### src/rtl/qie_power_sequencer.sv
// QIE card power sequencer for the ngCCM emulator.
// Delays penable after reset, waits for a filtered pgood with a timeout, then
// releases the two peltier enables one stagger apart. A pgood loss or timeout
// starts a backoff and counts a retry; too many retries latch a fault until
// clear_fault. With mode=0 the card pins follow the raw *_in pins instead.
module qie_power_sequencer #(
    parameter int CNT_W         = 19,
    parameter int TURNON_DELAY  = 400000,
    parameter int PGOOD_TIMEOUT = 200000,
    parameter int PGOOD_FILTER  = 16,
    parameter int PELT_STAGGER  = 1000,
    parameter int RETRY_BACKOFF = 100000,
    parameter int MAX_RETRY     = 3
) (
    input  logic       delay_clk,
    input  logic       reset,
    input  logic       mode,
    input  logic       clear_fault,
    input  logic       penable_in,
    input  logic       peltEnable1_in,
    input  logic       peltEnable2_in,
    input  logic       pgood_in,
    output logic       penable_out,
    output logic       peltEnable1_out,
    output logic       peltEnable2_out,
    output logic       pgood_out,
    output logic       fault,
    output logic [2:0] seq_state,
    output logic [3:0] retry_count
);

    typedef enum logic [2:0] {
        S_DELAY   = 3'd0,
        S_RAMP    = 3'd1,
        S_PELT1   = 3'd2,
        S_RUN     = 3'd3,
        S_BACKOFF = 3'd4,
        S_FAULT   = 3'd5
    } state_t;

    // The filter counter only has to reach PGOOD_FILTER-1.
    localparam int FLT_W = (PGOOD_FILTER > 1) ? $clog2(PGOOD_FILTER) : 1;

    localparam logic [FLT_W-1:0] L_FLT_LAST     = FLT_W'(PGOOD_FILTER - 1);
    localparam logic [CNT_W-1:0] L_TURNON_LAST  = CNT_W'(TURNON_DELAY - 1);
    localparam logic [CNT_W-1:0] L_TIMEOUT_LAST = CNT_W'(PGOOD_TIMEOUT - 1);
    localparam logic [CNT_W-1:0] L_STAGGER_LAST = CNT_W'(PELT_STAGGER - 1);
    localparam logic [CNT_W-1:0] L_BACKOFF_LAST = CNT_W'(RETRY_BACKOFF - 1);
    localparam logic [3:0]       L_MAX_RETRY    = 4'(MAX_RETRY);

    state_t             r_state;
    state_t             w_next_state;
    logic [CNT_W-1:0]   r_cnt;
    logic [3:0]         r_retry;
    logic [3:0]         w_next_retry;
    logic [3:0]         w_retry_inc;
    logic               w_counting;
    logic               r_pg_meta;
    logic               r_pg_sync;
    logic [FLT_W-1:0]   r_flt_cnt;
    logic               r_pgood_ok;
    logic               r_penable_seq;
    logic               r_pelt1_seq;
    logic               r_pelt2_seq;
    logic               r_fault;

    // Two-flop synchroniser for the asynchronous card pgood.
    always_ff @(posedge delay_clk) begin
        if (reset) begin
            r_pg_meta <= 1'b0;
            r_pg_sync <= 1'b0;
        end else begin
            r_pg_meta <= pgood_in;
            r_pg_sync <= r_pg_meta;
        end
    end

    // Debounce: pgood_ok flips only after PGOOD_FILTER consecutive opposite samples.
    always_ff @(posedge delay_clk) begin
        if (reset) begin
            r_flt_cnt  <= '0;
            r_pgood_ok <= 1'b0;
        end else if (r_pg_sync == r_pgood_ok) begin
            r_flt_cnt  <= '0;
            r_pgood_ok <= r_pgood_ok;
        end else if (r_flt_cnt == L_FLT_LAST) begin
            r_flt_cnt  <= '0;
            r_pgood_ok <= r_pg_sync;
        end else begin
            r_flt_cnt  <= r_flt_cnt + FLT_W'(1);
            r_pgood_ok <= r_pgood_ok;
        end
    end

    // Saturating increment used when an attempt fails.
    assign w_retry_inc = (r_retry >= L_MAX_RETRY) ? r_retry : (r_retry + 4'd1);

    // Only the timed states advance the counter, so RUN/FAULT can never wrap it.
    assign w_counting = (r_state == S_DELAY) || (r_state == S_RAMP) ||
                        (r_state == S_PELT1) || (r_state == S_BACKOFF);

    // Next-state and retry bookkeeping; pgood loss outranks stagger completion,
    // qualified pgood outranks the ramp timeout.
    always_comb begin
        w_next_state = r_state;
        w_next_retry = r_retry;
        case (r_state)
            S_DELAY: begin
                if (r_cnt == L_TURNON_LAST) w_next_state = S_RAMP;
                else                        w_next_state = S_DELAY;
            end
            S_RAMP: begin
                if (r_pgood_ok) begin
                    w_next_state = S_PELT1;
                end else if (r_cnt == L_TIMEOUT_LAST) begin
                    w_next_retry = w_retry_inc;
                    w_next_state = (w_retry_inc == L_MAX_RETRY) ? S_FAULT : S_BACKOFF;
                end else begin
                    w_next_state = S_RAMP;
                end
            end
            S_PELT1: begin
                if (!r_pgood_ok) begin
                    w_next_retry = w_retry_inc;
                    w_next_state = (w_retry_inc == L_MAX_RETRY) ? S_FAULT : S_BACKOFF;
                end else if (r_cnt == L_STAGGER_LAST) begin
                    w_next_state = S_RUN;
                end else begin
                    w_next_state = S_PELT1;
                end
            end
            S_RUN: begin
                if (!r_pgood_ok) begin
                    w_next_retry = w_retry_inc;
                    w_next_state = (w_retry_inc == L_MAX_RETRY) ? S_FAULT : S_BACKOFF;
                end else begin
                    w_next_state = S_RUN;
                end
            end
            S_BACKOFF: begin
                if (r_cnt == L_BACKOFF_LAST) w_next_state = S_DELAY;
                else                         w_next_state = S_BACKOFF;
            end
            S_FAULT: begin
                if (clear_fault) begin
                    w_next_state = S_DELAY;
                    w_next_retry = 4'd0;
                end else begin
                    w_next_state = S_FAULT;
                end
            end
            default: begin
                w_next_state = S_DELAY;
            end
        endcase
    end

    // State, retry count and the registered enables/fault decoded from the next state.
    always_ff @(posedge delay_clk) begin
        if (reset) begin
            r_state       <= S_DELAY;
            r_retry       <= 4'd0;
            r_penable_seq <= 1'b0;
            r_pelt1_seq   <= 1'b0;
            r_pelt2_seq   <= 1'b0;
            r_fault       <= 1'b0;
        end else begin
            r_state       <= w_next_state;
            r_retry       <= w_next_retry;
            r_penable_seq <= (w_next_state == S_RAMP) || (w_next_state == S_PELT1) ||
                             (w_next_state == S_RUN);
            r_pelt1_seq   <= (w_next_state == S_PELT1) || (w_next_state == S_RUN);
            r_pelt2_seq   <= (w_next_state == S_RUN);
            r_fault       <= (w_next_state == S_FAULT);
        end
    end

    // Shared delay/timeout counter, restarted on every state change.
    always_ff @(posedge delay_clk) begin
        if (reset) begin
            r_cnt <= '0;
        end else if (w_next_state != r_state) begin
            r_cnt <= '0;
        end else if (w_counting) begin
            r_cnt <= r_cnt + CNT_W'(1);
        end else begin
            r_cnt <= r_cnt;
        end
    end

    // Output mux on registered sequencer bits so a mode change is seen the same cycle.
    assign penable_out     = mode ? r_penable_seq : penable_in;
    assign peltEnable1_out = mode ? (r_pelt1_seq & peltEnable1_in) : peltEnable1_in;
    assign peltEnable2_out = mode ? (r_pelt2_seq & peltEnable2_in) : peltEnable2_in;
    assign pgood_out       = r_pgood_ok;
    assign fault           = r_fault;
    assign seq_state       = r_state;
    assign retry_count     = r_retry;

endmodule

### config.mk
export PLATFORM = sky130hd
export DESIGN_NAME = qie_power_sequencer
export DESIGN_NICKNAME = d
export VERILOG_FILES = /design/src/rtl/qie_power_sequencer.sv
export SDC_FILE = /design/constraint.sdc
export NUM_CORES = 1
export LEC_CHECK = 0
export BUFFER_PORTS_ARGS = -buffer_cell sky130_fd_sc_hd__buf_2
export CELL_PAD_IN_SITES_DETAIL_PLACEMENT = 0
export CELL_PAD_IN_SITES_GLOBAL_PLACEMENT = 1
export CORE_ASPECT_RATIO = 0.6
export CORE_MARGIN = 2
export CORE_UTILIZATION = 46
export CTS_CLUSTER_SIZE = 12
export DETAILED_ROUTE_END_ITERATION = 10
export GPL_ROUTABILITY_DRIVEN = 1
export PLACE_DENSITY_LB_ADDON = 0.1
export SYNTH_ARGS = -nofsm -noshare
export SYNTH_HDL_FRONTEND = slang
export SYNTH_SLANG_ARGS = --single-unit
### constraint.sdc
create_clock -name delay_clk -period 4.1 [get_ports delay_clk]
set_clock_uncertainty 0.1 [all_clocks]
set_input_delay 0.41 -clock delay_clk [delete_from_list [all_inputs] [get_ports delay_clk]]
set_output_delay 0.41 -clock delay_clk [all_outputs]
set_load 0.01 [all_outputs]
# Word-level counts from Yosys, hierarchy flattened

Index checks and enable logic that the tools add are counted.

Bitwise gates (word level): 3
$add $sub $neg: 3
Reduce and logical (&&, ||, !) cells: 13
Muxes and demuxes: 19
Equality and inequality tests: 21
Magnitude comparators: 1

Operator list:

| kind                                                | number |
|---|---|
| two-way mux 4 bit                                   | 5 |
| adder 19 x 1 -> 19 bit, second input constant       | 1 |
| == test 19 x 10 -> 1 bit, second input constant     | 1 |
| == test 19 x 17 -> 1 bit, second input constant     | 1 |
| == test 19 x 18 -> 1 bit, second input constant     | 1 |
| == test 19 bit, second input constant               | 1 |
| two-way mux 3 bit                                   | 6 |
| one-hot mux 3 bit (6 select lines)                  | 1 |
| == test 3 x 2 -> 1 bit, second input constant       | 4 |
| one-hot mux 4 bit (3 select lines)                  | 1 |
| == test 3 bit, second input constant                | 3 |
| adder 4 x 1 -> 4 bit, second input constant         | 2 |
| == test 3 x 1 -> 1 bit, second input constant       | 2 |
| logical OR 1 bit                                    | 6 |
| two-way mux 1 bit                                   | 6 |
| != test 2 bit, second input constant                | 3 |
| AND reduction 5 bit                                 | 1 |
| == test 4 x 2 -> 1 bit, second input constant       | 1 |
| == test 4 bit, second input constant                | 1 |
| >= comparator 4 x 2 -> 1 bit, second input constant | 1 |
| OR reduction 2 bit                                  | 2 |
| zero test 3 bit                                     | 1 |
| != test 3 bit                                       | 1 |
| nonzero test 3 bit                                  | 1 |
| 6 further kinds                                     | 7 |

Bits in registers: 37
Word-level logic and storage cells: 71
Input port bits: 8

# Logic depth before layout (Yosys ltp)

Gate-level depths: netlist of the first run.

Depth in word-level cells: 10
Mapped depth: 9
Gate-level depth less buffers: 7

# Least setup slack after synthesis of the first run

Ideal clock, no wire load.

Path type: flip-flop to flip-flop
Start point: register r_retry[0], in the netlist retry_count[0]
End point: register r_cnt[11]
Data arrival time: 2028 ps
Period minus slack after synthesis: 2246 ps
Data required time: 3883 ps
Setup slack: 1854 ps
Cell stages (with the launch flop): 9
Cell sequence: dfxtp_1 -> ha_1 -> or3b_2 -> a211oi_1 -> o21ai_0 -> a31oi_1 -> a211o_1 -> buf_2 -> nor2_1

Longest elaborated chain between the ends: 9
Elaborated cells between the ends (all ways): 12
Those cells by class: add/sub: 1; order compare: 1; eq/ne: 2; mux: 7; reduce/logical: 1

Ends and longest elaborated chain:

| element                                                              | RTL line      | text |
|---|---|---|
| from (decl)                                                          | 54            | `logic [3:0] r_retry;` |
| from (signal assigned)                                               | 169           | `r_retry <= w_next_retry;` |
| adder 4 x 1 -> 4 bit or >= comparator 4 x 2 -> 1 bit (tied branches) | 96            | `assign w_retry_inc = (r_retry >= L_MAX_RETRY) ? r_retry : (r_retry + 4'd1);` |
| two-way mux 4 bit (*)                                                | 96            |  |
| == test 4 x 2 -> 1 bit (*)                                           | 117, 125, 135 |  |
| two-way mux 1 bit (*)                                                | 117, 125, 135 |  |
| two-way mux 3 bit                                                    | 115           | `end else if (r_cnt == L_TIMEOUT_LAST) begin` |
| two-way mux 3 bit                                                    | 113           | `if (r_pgood_ok) begin` |
| one-hot mux 3 bit (6 select lines) (*)                               | 107           | `case (r_state)` |
| != test 3 bit (*)                                                    | 182           | `end else if (w_next_state != r_state) begin` |
| OR reduction 2 bit (no source line) (*)                              | n/a           |  |
| to (signal assigned)                                                 | 185           | `r_cnt <= r_cnt + CNT_W'(1);` |
| to (signal assigned)                                                 | 187           | `r_cnt <= r_cnt;` |
| to (decl)                                                            | 53            | `logic [CNT_W-1:0] r_cnt;` |

Every way passes the cells marked *; elsewhere a longest branch is shown, timed or not.
A chain may end at the register's enable or synchronous reset.

# Final worst setup path of the first run

Start point: register r_retry[0], in the netlist retry_count[0]
End point: register r_cnt[18]

The elaborated chain is that of the path after synthesis.

==> impl_metrics.py, run 1 <==
metrics = {
    "layout": {
        "fin_util_pct": 55.3,
        "insertedDiodeCount": 0,
        "ff_latch_area_um2": 741,
        "drive_gt1_share_pct": 14.6,
        "num-fill-cells": 369,
        "syn2layout_area_growth_pct": 13.8,
        "layout_common_cells": "37 x nor2_1, 37 x dfxtp_1, 19 x buf_2",
        "nets": 243,
        "final_cells": 280,
        "multiInputGateArea_um2": 983,
    },
    "setup_path": {
        "crit_type": "reg2reg",
        "crit_buf_inv": 0,
        "start_kind": "register",
        "cp_cell_sequence": "ha_1, or3b_2, a211oi_1, o21ai_0, a31oi_1, a211o_1, nor3_1",
        "path_max_fanout": 12,
        "cp.required_ns": 4.17,
        "end_kind": "register",
        "max_stage_delay_ns": 0.43,
        "worstPathArrival_ns": 2.62,
        "rrSetupSlack_ns": 1.55,
        "r2r_start": "retry_count[0]$_SDFFE_PP0P_",
        "critical_path.startpoint": "retry_count[0]$_SDFFE_PP0P_",
        "cpMaxStageDelayCell": "or3b_2",
        "cp_top_family": "compound AO/OA/AOI/OAI gates",
    },
    "clock_tree": {
        "htreeDepth": 2,
        "cts_buffer_depth": 2,
        "cts_resized": 0,
        "cts.clk_slew.worst_paths_ns": 0.08,
        "clock_sinks": 37,
        "post_cts_buffers": 0,
        "cts_buffers": 5,
        "hold_buffers": 0,
        "worstSkewPairLatency_ns": 0.30,
        "root_buffer": "clkbuf_8",
        "cts_tree": "built",
    },
    "placement": {
        "place.gp.congestion": 0.888,
        "hpwl_um": 3190,
        "dp_cells": 272,
        "port_buffers": 19,
    },
    "timing": {
        "rsz0062_at_grt": "false",
        "finalSetupViolations": 0,
        "drv_slew": 0,
        "slew_headroom_pct": 65.5,
        "hold_viol": 0,
        "worst_slew_pin_slew_ns": 0.516,
        "fin_crit_ns": 2.55,
        "fmax_mhz": 392,
        "whs_ns": 0.225,
        "tns_ns": 0,
        "period_share_pct": 62.2,
    },
    "yosys": {
        "yosys_warnings": 0,
        "synth-seq-area-share_pct": 41.2,
        "synth_seq_cells": 37,
        "synth_top_area_share_pct": 41.2,
        "netlist_top_cells_area": "dfxtp_1 41%, xor2_1 7.8%, nor2_1 7.7%, nand2_1 3.8%, nand3_1 3.6%",
        "synthCells": 215,
        "synth_fp_nets": 226,
        "synth_area_per_cell_um2": 8.36,
        "synthDistinctLibCells": 39,
        "synth.cell_area_um2": 1800,
        "yosys.area.top_type": "dfxtp_1",
    },
    "drt": {
        "num_vias": 1550,
        "routed_via_density": 5.54,
        "drt-pass1-iter-count": 4,
        "drc_errors": 0,
        "initialDrtViolationCount": 97,
        "totalWireLength_um": 4230,
        "wl_per_cell_um": 15.1,
        "ant_nets": 0,
    },
    "floorplan": {
        "dieArea_um2": 4440,
        "io_pins": 20,
        "core-area_um2": 3700,
        "die_x_um": 84.7,
        "start_util_pct": 48.6,
        "chipHeight_um": 52.4,
        "fp-row-count": 17,
    },
    "global_routing": {
        "grt_start_max_net_pins": 14,
        "grt_pass1_vias": 1373,
        "grtUsageTotal_pct": 20.5,
        "antenna_found_initial": 0,
        "grt_pass1_wl_um": 6810,
        "grt_overflow": 0,
    },
    "power_and_ir_drop": {
        "power.total_mw": 0.773,
        "ir_drop_v": 0.000206,
        "power_density_nw_per_um2": 378,
        "p_leak_nw": 0.856,
    },
    "min_path": {
        "holdCritStartpoint": "pgood_in",
        "min_path_type": "in2reg",
    },
    "outcome": {
        "outcome": "complete, no violations",
    },
    "flow_run": {
        "cap_violations": 0,
    },
}
## area by class of cell
cell class,instances,area share (%)
Clock inverter,3,3.36
Timing Repair Buffer,19,4.65
Sequential cell,37,36.2
Tap cell,47,2.87
Inverter,8,1.47
Multi-Input combinational cell,161,48.1
Clock buffer,5,3.36
## sequential cells by signal, indices dropped and copies added, names as in the netlist, 3 cells and up
| signal | flops |
|---|---|
| r_cnt | 19 |
| r_flt_cnt | 4 |
| retry_count | 4 |
| seq_state | 3 |
## Yosys cell counts
cell and instances:
o21ai_0 3, o211a_1 1, and2_1 3, nor2b_1 6, nor2_1 37, dfxtp_1 37, o31ai_1 2, a211o_1 1
a31oi_1 2, nor4bb_1 2, inv_1 7, clkbuf_2 1, mux2i_1 2, nand2_1 18, mux2_2 1, nor3_1 10
xor2_1 16, and3_1 3, clkbuf_1 1, nand4_1 5, and4_1 5, nand3_1 13, o31a_1 1, inv_2 1
a31o_2 1, nor3_2 1, nor4b_1 2, nand2b_1 1, a21boi_0 2, xnor2_1 6, buf_2 7, nor3b_1 2
or3b_2 2, or3_1 3, ha_1 3, and4b_1 1, a21oi_1 3, maj3_2 1, a211oi_1 2
## logic make-up after synthesis
| logic type | share of synthesized area (%) |
|---|---|
| mux | 1.74 |
| xor+xnor | 10.7 |
| flops | 41.2 |
| compound gates | 6.89 |
| simple gates | 32.6 |
| fa+ha+maj | 2.71 |
| buf+inv | 4.11 |
## power breakdown
group / total (mW) / internal, mW / switching (mW)
clock: 0.384 / 0.245 / 0.139
sequential: 0.366 / 0.363 / 0.00309
combinational: 0.0231 / 0.0100 / 0.0131
## through the flow
stage / worst slack, ns / cell area (µm²)
after CTS: 1.53 / 2050
after floorplan: 1.85 / 1800
final: 1.55 / 2050
after global placement: 1.59 / 1910
after detailed placement: 1.54 / 1910
after global routing: 1.33 / 2050
## metal layers
metal  routed length [µm]  share of wire (%)  global-route usage (%)  vias to the layer above
met1                 2080                 49                    27.5                      727
met4                   51                1.2                    8.47                        0
met3                  339                8.0                    7.09                        7
met2                 1760                 42                    30.1                       48
met5                    0                  0                       0                        -
li1                     -                  -                       -                      768
## worst paths after layout
check                           end  cells after the start
max          r_cnt[18]$_SDFFE_PP0P_                      7
min            r_pg_meta$_SDFF_PP0_                      2
max reg2reg  r_cnt[18]$_SDFFE_PP0P_                      7
min reg2reg    r_pg_sync$_SDFF_PP0_                      1
No activity file was read; power rests on OpenSTA's default activity.
==> inputs of run 2 (changes only) <==
Settings changed: CORE_UTILIZATION 46 to 39.
Clock period 4.1 ns to 2.2 ns, I/O delays scaled along.
==> run 2 against run 1 <==
Net effect: the flow now finishes with violations (setup timing); sequential share of layout area shrank 5.3 points; clock power grew 60%; combinational power grew to 3.0 times the previous value; setup slack lost 1.6 ns; via count grew 9.9%; core utilization shrank 1.3 points; final area grew 19%; total power grew 77%; critical path depth grew 2; register-to-register slack lost 1.6 ns; first-iteration DRC count grew 43%; critical endpoint is now r_cnt[11]$_SDFFE_PP0P_; largest power group is now sequential cells.
==> impl_metrics.py, run 2 (synthesis gave the netlist of run 1 again) <==
metrics = {
    "outcome": {
        "outcome": "finished with violations",
        "violations": "setup timing",
    },
    "layout": {
        "multiInputGateArea_um2": 1060,
        "insertedDiodeCount": 0,
        "ff_latch_area_um2": 749,
        "largest_reg_flops": 19,
        "layout_common_cells": "37 x nor2_1, 33 x buf_4, 30 x dfxtp_1",
        "nets": 279,
        "num-fill-cells": 436,
        "syn2layout_area_growth_pct": 34.9,
        "top_register": "r_cnt",
        "drive_gt1_share_pct": 32.0,
        "final_common_cell": "nor2_1",
    },
    "timing": {
        "tns_ns": -0.185,
        "worst_slew_pin_slew_ns": 0.525,
        "hold_viol": 0,
        "layout_setup_ws_ns": -0.0325,
        "period_share_pct": 101,
        "rsz0062_at_grt": "true",
        "fin_crit_ns": 2.23,
        "slew_headroom_pct": 64.7,
        "fmax_mhz": 448,
        "drv_slew": 0,
        "finalSetupViolations": 7,
    },
    "drt": {
        "met2_wirelength_um": 1830,
        "wl_per_cell_um": 13.7,
        "num_vias": 1704,
        "initialDrtViolationCount": 139,
        "wl_met1_um": 2270,
        "drc_errors": 0,
        "ant_nets": 0,
        "totalWireLength_um": 4540,
        "drt-pass1-iter-count": 4,
        "wl_met3_um": 367,
        "routed_via_density": 5.13,
        "highest_layer": "met4",
    },
    "clock_tree": {
        "worstSkewPairLatency_ns": 0.30,
        "cts_buffer_depth": 2,
        "clock_sinks": 37,
        "hold_buffers": 0,
        "cts_buffers": 5,
        "root_buffer": "clkbuf_8",
        "cts.clk_slew.worst_paths_ns": 0.08,
        "htreeDepth": 2,
        "cts_tree": "built",
    },
    "placement": {
        "hpwl_um": 3430,
        "pre_cts_ws_ns": -0.114,
        "port_buffers": 19,
        "place.gp.congestion": 0.913,
    },
    "flow_run": {
        "cap_violations": 0,
    },
    "global_routing": {
        "grt_overflow": 0,
        "grt_pass1_wl_um": 7550,
        "grtUsageTotal_pct": 18.8,
        "antenna_found_initial": 0,
        "grt_pass1_vias": 1611,
        "grt_start_max_net_pins": 13,
    },
    "setup_path": {
        "worstPathArrival_ns": 2.32,
        "cpMaxStageDelayCell": "or3b_4",
        "cp_top_family": "compound AO/OA/AOI/OAI gates",
        "cp.required_ns": 2.29,
        "max_stage_delay_ns": 0.38,
        "crit_type": "reg2reg",
        "cp_cell_sequence": "ha_4, or3b_4, a211oi_4, o21ai_2, a31oi_1, a211o_1, buf_6, buf_12, nor2_1",
        "start_kind": "register",
        "path_max_fanout": 6,
        "end_kind": "register",
        "crit_buf_inv": 2,
    },
    "floorplan": {
        "io_pins": 20,
        "fp-row-count": 19,
        "chipHeight_um": 56.6,
        "dieArea_um2": 5190,
        "core-area_um2": 4490,
        "die_x_um": 91.7,
        "start_util_pct": 40.0,
    },
    "min_path": {
        "min_path_type": "in2reg",
    },
    "power_and_ir_drop": {
        "power_density_nw_per_um2": 563,
        "ir_drop_v": 0.000336,
        "p_leak_nw": 1.05,
    },
}
-- run 2: what timing repair did --
item	CTS	global route
cloned	1	0
buffers inserted	6	2
setup endpoints to repair	14	16
pin swaps	7	3
gates resized for setup	17	8
-- run 2: metal layers --
| metal | GRT usage, % | vias to the layer above |
|---|---|---|
| met1 | 27.8 | 798 |
| met5 | 0 | - |
| met4 | 7.58 | 0 |
| li1 | - | 834 |
| met3 | 4.03 | 7 |
| met2 | 26.3 | 65 |
-- run 2: area by class of cell --
type / instances / share of cell area [%]
Clock buffer: 6 / 3.40
Clock inverter: 2 / 1.55
Inverter: 8 / 1.24
Multi-Input combinational cell: 161 / 43.8
Sequential cell: 37 / 30.9
Tap cell: 63 / 3.25
Timing Repair Buffer: 55 / 15.9
-- run 2: worst register-to-register path, stage by stage, from the launching register on --
cell and delay [ns]:
dfxtp_2 0.34, ha_4 0.26, or3b_4 0.38, a211oi_4 0.24, o21ai_2 0.10, a31oi_1 0.20
a211o_1 0.22, buf_6 0.13, buf_12 0.10, nor2_1 0.05
-- run 2: final timing paths --
kind	endpoint	start	slack [ns]	cells after the start
max	r_cnt[11]$_SDFFE_PP0P_	retry_count[1]$_SDFFE_PP0P_	-0.03	9
min	r_pg_meta$_SDFF_PP0_	pgood_in	0.04	2
max reg2reg	r_cnt[11]$_SDFFE_PP0P_	retry_count[1]$_SDFFE_PP0P_	-0.03	9
min reg2reg	r_pg_sync$_SDFF_PP0_	r_pg_meta$_SDFF_PP0_	0.35	1
-- run 2: through the flow --
stage	hold WS [ns]	util [%]	cells	power [mW]	instance area, µm²
2_1_floorplan	0.248	-	215	0.726	1810
3_3_place_gp	0.324	48.1	317	0.752	2160
3_5_place_dp	0.331	48.1	317	0.754	2160
4_1_cts	0.0368	53.6	332	1.39	2410
5_1_grt	0.0582	54.0	332	1.42	2430
6_report	0.0421	54.0	332	1.37	2430
-- run 2: where the power goes --
group	internal, mW	switching (mW)
registers	0.677	0.00538
clock network	0.368	0.246
logic	0.0369	0.0319
